## src/rtl/ram_stream_writer.sv

```systemverilog
// Stream-to-RAM writer: fills a RAM from a valid/ready word stream starting at a
// commanded base address, with a registered read-first read port.
// Optional macro WRITER_CHECKSUM_EN adds an XOR checksum of the burst's words.
module ram_stream_writer #(
  parameter int ADDR_WIDTH = 3,
  parameter int DATA_WIDTH = 2
) (
  input  logic                  clk,
  input  logic                  reset_n,
  input  logic                  start,
  input  logic [ADDR_WIDTH-1:0] base_addr,
  input  logic [ADDR_WIDTH:0]   len,
  input  logic                  abort,
  input  logic [DATA_WIDTH-1:0] wr_data,
  input  logic                  wr_valid,
  output logic                  wr_ready,
  output logic                  busy,
  output logic                  done,
  output logic [ADDR_WIDTH:0]   wr_count,
  input  logic [ADDR_WIDTH-1:0] rd_addr,
`ifdef WRITER_CHECKSUM_EN
  output logic [DATA_WIDTH-1:0] checksum,
`endif
  output logic [DATA_WIDTH-1:0] rd_data
);

  localparam int DEPTH = 2 ** ADDR_WIDTH;
  localparam logic [ADDR_WIDTH-1:0] PTR_ONE  = ADDR_WIDTH'(1);
  localparam logic [ADDR_WIDTH:0]   CNT_ONE  = (ADDR_WIDTH + 1)'(1);
  localparam logic [ADDR_WIDTH:0]   CNT_ZERO = (ADDR_WIDTH + 1)'(0);

  typedef enum logic [1:0] {
    ST_IDLE  = 2'd0,
    ST_WRITE = 2'd1,
    ST_DONE  = 2'd2
  } state_t;

`ifdef WRITER_CHECKSUM_EN
  function automatic logic [DATA_WIDTH-1:0] xor_acc(
    input logic [DATA_WIDTH-1:0] acc,
    input logic [DATA_WIDTH-1:0] word
  );
    xor_acc = acc ^ word;
  endfunction

  logic [DATA_WIDTH-1:0] checksum_r;
`endif

  state_t                  state_r;
  state_t                  state_s;
  logic [ADDR_WIDTH-1:0]   ptr_r;
  logic [ADDR_WIDTH:0]     remaining_r;
  logic [ADDR_WIDTH:0]     wr_count_r;
  logic [DATA_WIDTH-1:0]   rd_data_r;
  logic [DATA_WIDTH-1:0]   mem_r [DEPTH];
  logic                    accept_start_s;
  logic                    xfer_s;

  assign accept_start_s = (state_r == ST_IDLE) && start;
  assign xfer_s         = (state_r == ST_WRITE) && wr_valid;

  // Outputs are decoded straight from the state register.
  assign wr_ready = (state_r == ST_WRITE);
  assign busy     = (state_r == ST_WRITE);
  assign done     = (state_r == ST_DONE);
  assign wr_count = wr_count_r;
  assign rd_data  = rd_data_r;
`ifdef WRITER_CHECKSUM_EN
  assign checksum = checksum_r;
`endif

  // State register.
  always_ff @(posedge clk or negedge reset_n) begin
    if (!reset_n) begin
      state_r <= ST_IDLE;
    end else begin
      state_r <= state_s;
    end
  end

  // Next-state logic; a zero-length burst goes straight to DONE.
  always_comb begin
    state_s = state_r;
    case (state_r)
      ST_IDLE: begin
        if (start) begin
          if (len != CNT_ZERO) begin
            state_s = ST_WRITE;
          end else begin
            state_s = ST_DONE;
          end
        end else begin
          state_s = ST_IDLE;
        end
      end
      ST_WRITE: begin
        if (abort || (xfer_s && (remaining_r == CNT_ONE))) begin
          state_s = ST_DONE;
        end else begin
          state_s = ST_WRITE;
        end
      end
      ST_DONE: begin
        state_s = ST_IDLE;
      end
      default: begin
        state_s = ST_IDLE;
      end
    endcase
  end

  // Burst pointer, remaining count and written-word count.
  always_ff @(posedge clk or negedge reset_n) begin
    if (!reset_n) begin
      ptr_r       <= '0;
      remaining_r <= '0;
      wr_count_r  <= '0;
    end else if (accept_start_s) begin
      ptr_r       <= base_addr;
      remaining_r <= len;
      wr_count_r  <= CNT_ZERO;
    end else if (xfer_s) begin
      ptr_r       <= ptr_r + PTR_ONE;
      remaining_r <= remaining_r - CNT_ONE;
      wr_count_r  <= wr_count_r + CNT_ONE;
    end else begin
      ptr_r       <= ptr_r;
      remaining_r <= remaining_r;
      wr_count_r  <= wr_count_r;
    end
  end

`ifdef WRITER_CHECKSUM_EN
  // XOR checksum of the words transferred since the last accepted start.
  always_ff @(posedge clk or negedge reset_n) begin
    if (!reset_n) begin
      checksum_r <= '0;
    end else if (accept_start_s) begin
      checksum_r <= '0;
    end else if (xfer_s) begin
      checksum_r <= xor_acc(checksum_r, wr_data);
    end else begin
      checksum_r <= checksum_r;
    end
  end
`endif

  // RAM write port; contents deliberately survive reset.
  always_ff @(posedge clk) begin
    if (xfer_s) begin
      mem_r[ptr_r] <= wr_data;
    end
  end

  // Registered read port; a same-cycle write to rd_addr returns the old word.
  always_ff @(posedge clk or negedge reset_n) begin
    if (!reset_n) begin
      rd_data_r <= '0;
    end else begin
      rd_data_r <= mem_r[rd_addr];
    end
  end

endmodule

```

## config.mk

```make
export PLATFORM = sky130hd
export DESIGN_NAME = ram_stream_writer
export DESIGN_NICKNAME = d
export VERILOG_FILES = /design/src/rtl/ram_stream_writer.sv
export SDC_FILE = /design/constraint.sdc
export NUM_CORES = 1
export LEC_CHECK = 0
export CAP_MARGIN = 30
export CELL_PAD_IN_SITES_DETAIL_PLACEMENT = 2
export CELL_PAD_IN_SITES_GLOBAL_PLACEMENT = 2
export CORE_AREA = 2 2 65 67
export CTS_CLUSTER_DIAMETER = 40
export DETAILED_ROUTE_END_ITERATION = 16
export DIE_AREA = 0 0 67 69
export GPL_TIMING_DRIVEN = 0
export PLACE_DENSITY_LB_ADDON = 0.05
export REMOVE_ABC_BUFFERS = 1
export SYNTH_ARGS = -nofsm -noshare
export SYNTH_HDL_FRONTEND = slang
export SYNTH_SLANG_ARGS = --single-unit
```

## constraint.sdc

```tcl
create_clock -name clk -period 3.2 [get_ports clk]
set_input_delay 0.64 -clock clk [delete_from_list [all_inputs] [get_ports clk]]
set_output_delay 0.64 -clock clk [all_outputs]
set_load 0.01 [all_outputs]
```

---- Word-level counts from Yosys, hierarchy flattened ----
Memory sizes are Yosys's and may differ from the RTL's. A register that Yosys moved wholly into a read port is not among the register bits.
Cells that the tools add are included.
operators by class
  $add $sub $neg .......................... 3
  equal/unequal tests ..................... 3
  multiplexer cells ....................... 12
  reduce and logical (&&, ||, !) cells .... 8
operator list
  kind                   count
  $mux W4                4
  $mux W2                3
  $mux W3                2
  $add A4 B1 Y4 const B  1
  $eq A4 B1 Y1 const B   1
  $pmux W2 S2            1
  $reduce_bool A4 Y1     1
  $sub A4 B1 Y4 const B  1
  $add A3 B1 Y3 const B  1
  $logic_and A1 B1 Y1    3
  $eq A2 B1 Y1 const B   1
  $eq A2 B2 Y1 const B   1
  $logic_not A2 Y1       1
  $mux W1                2
  $reduce_bool A2 Y1     1
  $logic_not A1 Y1       1
  $logic_or A1 B1 Y1     1
storage, ports and cells
  register bits after elaboration ......... 13
  RAM bits ................................ 16
  bits of input ports ..................... 17
  output and inout bits ................... 9
  logic and storage cells ................. 31
  memories kept ........................... 1
memories
  name   words  width  read ports  clocked after Yosys merged registers in  write ports  line  source
  mem_r  8      2      1           1                                        1            55    logic [DATA_WIDTH-1:0] mem_r [DEPTH];

---- Longest topological paths before layout ----
  word-level depth ........................ 6
  mapped depth ............................ 5
  mapped depth without buffers ............ 5

---- Worst setup path before layout ----
Ideal clock, no wire load.
  path kind ............................... input to register
  from .................................... input wr_valid
  to ...................................... register remaining_r[3]
  setup time .............................. 0.126 ns
  arrival time ............................ 1.630 ns
  data required time ...................... 3.074 ns
  setup slack ............................. 1.444 ns
  stages on the path ...................... 4
  cell sequence ........................... and3b_1 clkbuf_1 mux2_2 a221o_1
on the way
  longest elaborated chain between the ends .. 2
RTL lines
  item                                 line  source
  start, declared                      15    input logic wr_valid,
  $logic_and A1 B1 Y1                  60    assign xfer_s = (state_r == ST_WRITE) && wr_valid;
  $reduce_bool A2 Y1 (no source line)  -
  end signal, assigned                 120   remaining_r <= len;
  end signal, assigned                 124   remaining_r <= remaining_r - CNT_ONE;
  end signal, assigned                 128   remaining_r <= remaining_r;
  end, declared                        52    logic [ADDR_WIDTH:0] remaining_r;
No other way between the ends.
A chain may end at the register's enable or synchronous reset.

---- Worst setup path in the final report ----
  from .................................... input wr_valid
  to ...................................... memory mem_r[0][1] (enable)
on the way
  longest elaborated chain between the ends .. 3
RTL lines
  item                           line  source
  $logic_and A1 B1 Y1            60
  $mux W1                        150   if (xfer_s) begin
  $mux W1 (implied by the code)  151   mem_r[ptr_r] <= wr_data;
  end, declared                  55
No other way between the ends.

==> flow_summary.toml <==
[run_status]
status = "finished, final reports clean"

[clocking]
clockBufferDepth = 2
cts_root_buffer = "clkbuf_8"
cts_tree = "built"
clock-sinks = 31
htree_num_levels = 2
hold_buffers = 0
post_cts_resized = 0
numCtsBuffers = 5
clock_latency_ns = 0.28
clk_pin_slew_ns = 0.07
post_cts_buffers = 0

[timing]
tns_ns = 0
rsz0062_at_grt = "false"
worstMarginPinSlew_ns = 0.753
final.min_clock_period_ns = 2.44
slew_viol_final = 0
timing.fmax_mhz = 409
hold_viol_final = 0
slew-limit-headroom_pct = 49.7
setup_viol = 0
fin_skew_ns = 0.00305
period_share_pct = 76.4

[floorplanning]
die_area_mm2 = 0.00462
pin_count = 26
die_h_um = 69
die_x_um = 67
row_count = 23
start_util_pct = 36.0
core_area_mm2 = 0.00391

[hold_path]
hold_start = "wr_count[0]$_DFFE_PN0P_"
hold_class = "flop to flop"

[finish]
final_cells = 186
final_common_cell = "clkdlybuf4s50_1"
nNetsFinal = 156
layout-drive-gt1-share_pct = 12.5
layout_common_cells = "clkdlybuf4s50_1, edfxtp_1, dfrtp_1"
final_cell_area_mm2 = 0.00181
fillers = 411
syn_to_final_growth_pct = 28.7
post-route-util_pct = 46.4
insertedDiodeCount = 0

[yosys]
syn_inst = 107
synth_top_cell_area_share_pct = 34.1
async_flop_share_pct = 48.4
synth.distinct_cells = 32
syn_area_mm2 = 0.00141
synth_flop_cell = "edfxtp_1"
synth-seq-cells = 31
yosys-top-cells-area = "edfxtp_1, dfrtp_1, mux4_2, ha_1, mux2_2"
synth-edff-count = 16
synth_top_cell_by_area = "edfxtp_1"
syn_avg_cell_area_um2 = 13.2
seq_area_frac_synth_pct = 60.7
yosysWarningCount = 0

[critical_path]
crit_arrival_ns = 2.36
slowest_delay_ns = 0.72
slowest_stage = "nor4_1"
critPathLaunchType = "input pin"
crit_start = "wr_valid"
critPathKind = "input pin to flop"
reg2reg_from = "state_r[1]$_DFF_PN0_"
cp_cell_sequence = "clkdlybuf4s50_1 -> nand3b_1 -> nor4_1"
critPathCaptureType = "flop"
crit_required_ns = 3.12
path_max_fanout = 17

[routing]
via_per_inst = 5.39
ant_nets = 0
drc_errors = 0
vias = 1002
dr.first_iter.drc_count = 66
routedWlPerCell_um = 18.8
drt_wl_total_um = 3510
first_pass_iters = 4

[placement]
gp_congestion = 0.734
placed_cells = 178
hpwl_um = 2610
port_buffers = 25
place_area_mm2 = 0.00171

[grt]
overflow = 0
grt_pass1_wl_um = 5870
antenna_found_initial = 0
grt_util_all_layers_pct = 17.4
grt_max_degree = 18
grt_pass1_vias = 1137

[power]
power_density_mw_per_mm2 = 753
leakagePower_nw = 0.676
irDropWorstVdd_mv = 0.389
power_w = 0.00137

[run]
cap_violations = 0
final timing paths:
path / end / slack (ns) / depth (start not counted)
hold / removal: wr_count[0]$_DFFE_PN0P_ / 0.57 / 1
min in group asynchronous: wr_count[3]$_DFFE_PN0P_ / 0.80 / 1
hold reg to reg: wr_count[0]$_DFFE_PN0P_ / 0.57 / 1
setup reg to reg: mem_r[0][1]$_DFFE_PP_ / 1.11 / 2
setup / recovery: mem_r[0][1]$_DFFE_PP_ / 0.76 / 3
max in group asynchronous: remaining_r[2]$_DFFE_PN0P_ / 1.93 / 1
through the flow:
stage / hold slack [ns] / worst slack, ns
after floorplan: 0.344 / 1.27
after global placement: 0.527 / 0.318
after detailed placement: 0.533 / 0.421
after CTS: 0.569 / 0.716
after global routing: 0.573 / 0.566
final: 0.565 / 0.756
final cells by class:
type / count / area [um2] / share of cell area (%)
inverters: 4 / 15.0 / 0.828
flip-flops and latches: 31 / 856 / 47.2
well taps: 50 / 62.6 / 3.45
clock buffers: 5 / 68.8 / 3.79
repair buffers: 26 / 258 / 14.2
multi-input cells: 67 / 515 / 28.4
clock inverters: 3 / 38.8 / 2.14
layer usage:
layer,global-route usage (%),wire [um],vias up
met5,0,0,-
met4,4.76,29,0
met3,5.71,165,3
met2,28.9,1830,28
met1,21.4,1480,512
li1,-,-,459
cell usage after synthesis (all sizes together), types with 2 or more instances:
cell type / n
edfxtp: 16
dfrtp: 15
nand2: 9
o21ai: 7
nor3: 5
ha: 4
inv: 4
mux2: 4
mux4: 4
nand3: 4
a21oi: 3
clkbuf: 3
nor2: 3
or3: 3
a221o: 2
a22oi: 2
buf: 2
nand2b: 2
nor3b: 2
nor4: 2
report_power, final:
group	leakage, nW	internal [W]	switching, W
logic	0.289	0.000200	0.000198
registers	0.331	0.000503	0.0000918
clock network	0.0556	0.000228	0.000147
total	0.676	0.000930	0.000437
kinds of logic (layout without fill, tap and decap cells):
| family | Yosys count | in the layout | share of synthesized area (%) |
|---|---|---|---|
| buffers and inverters | 9 | 38 | 2.75 |
| DFF | 31 | 31 | 60.7 |
| muxes | 9 | 9 | 10.3 |
| adders and majority gates | 4 | 4 | 3.55 |
| AOI/OAI and AO/OA | 17 | 17 | 8.07 |
| xor gates and xnor gates | 1 | 1 | 0.621 |
| and+or+nand+nor | 36 | 36 | 14.0 |
worst max-delay path, delay by kind of cell:
| kind | cells | cell delay (ns) |
|---|---|---|
| buf+inv | 1 | 0.50 |
| simple gates | 2 | 1.21 |
state kept, by name, summed over array words and instances (netlist names):
register / count
mem_r: 16
state_r: 2
ptr_r: 3
wr_count: 4
remaining_r: 4
rd_data: 2
(Power assumes the default switching activity.)
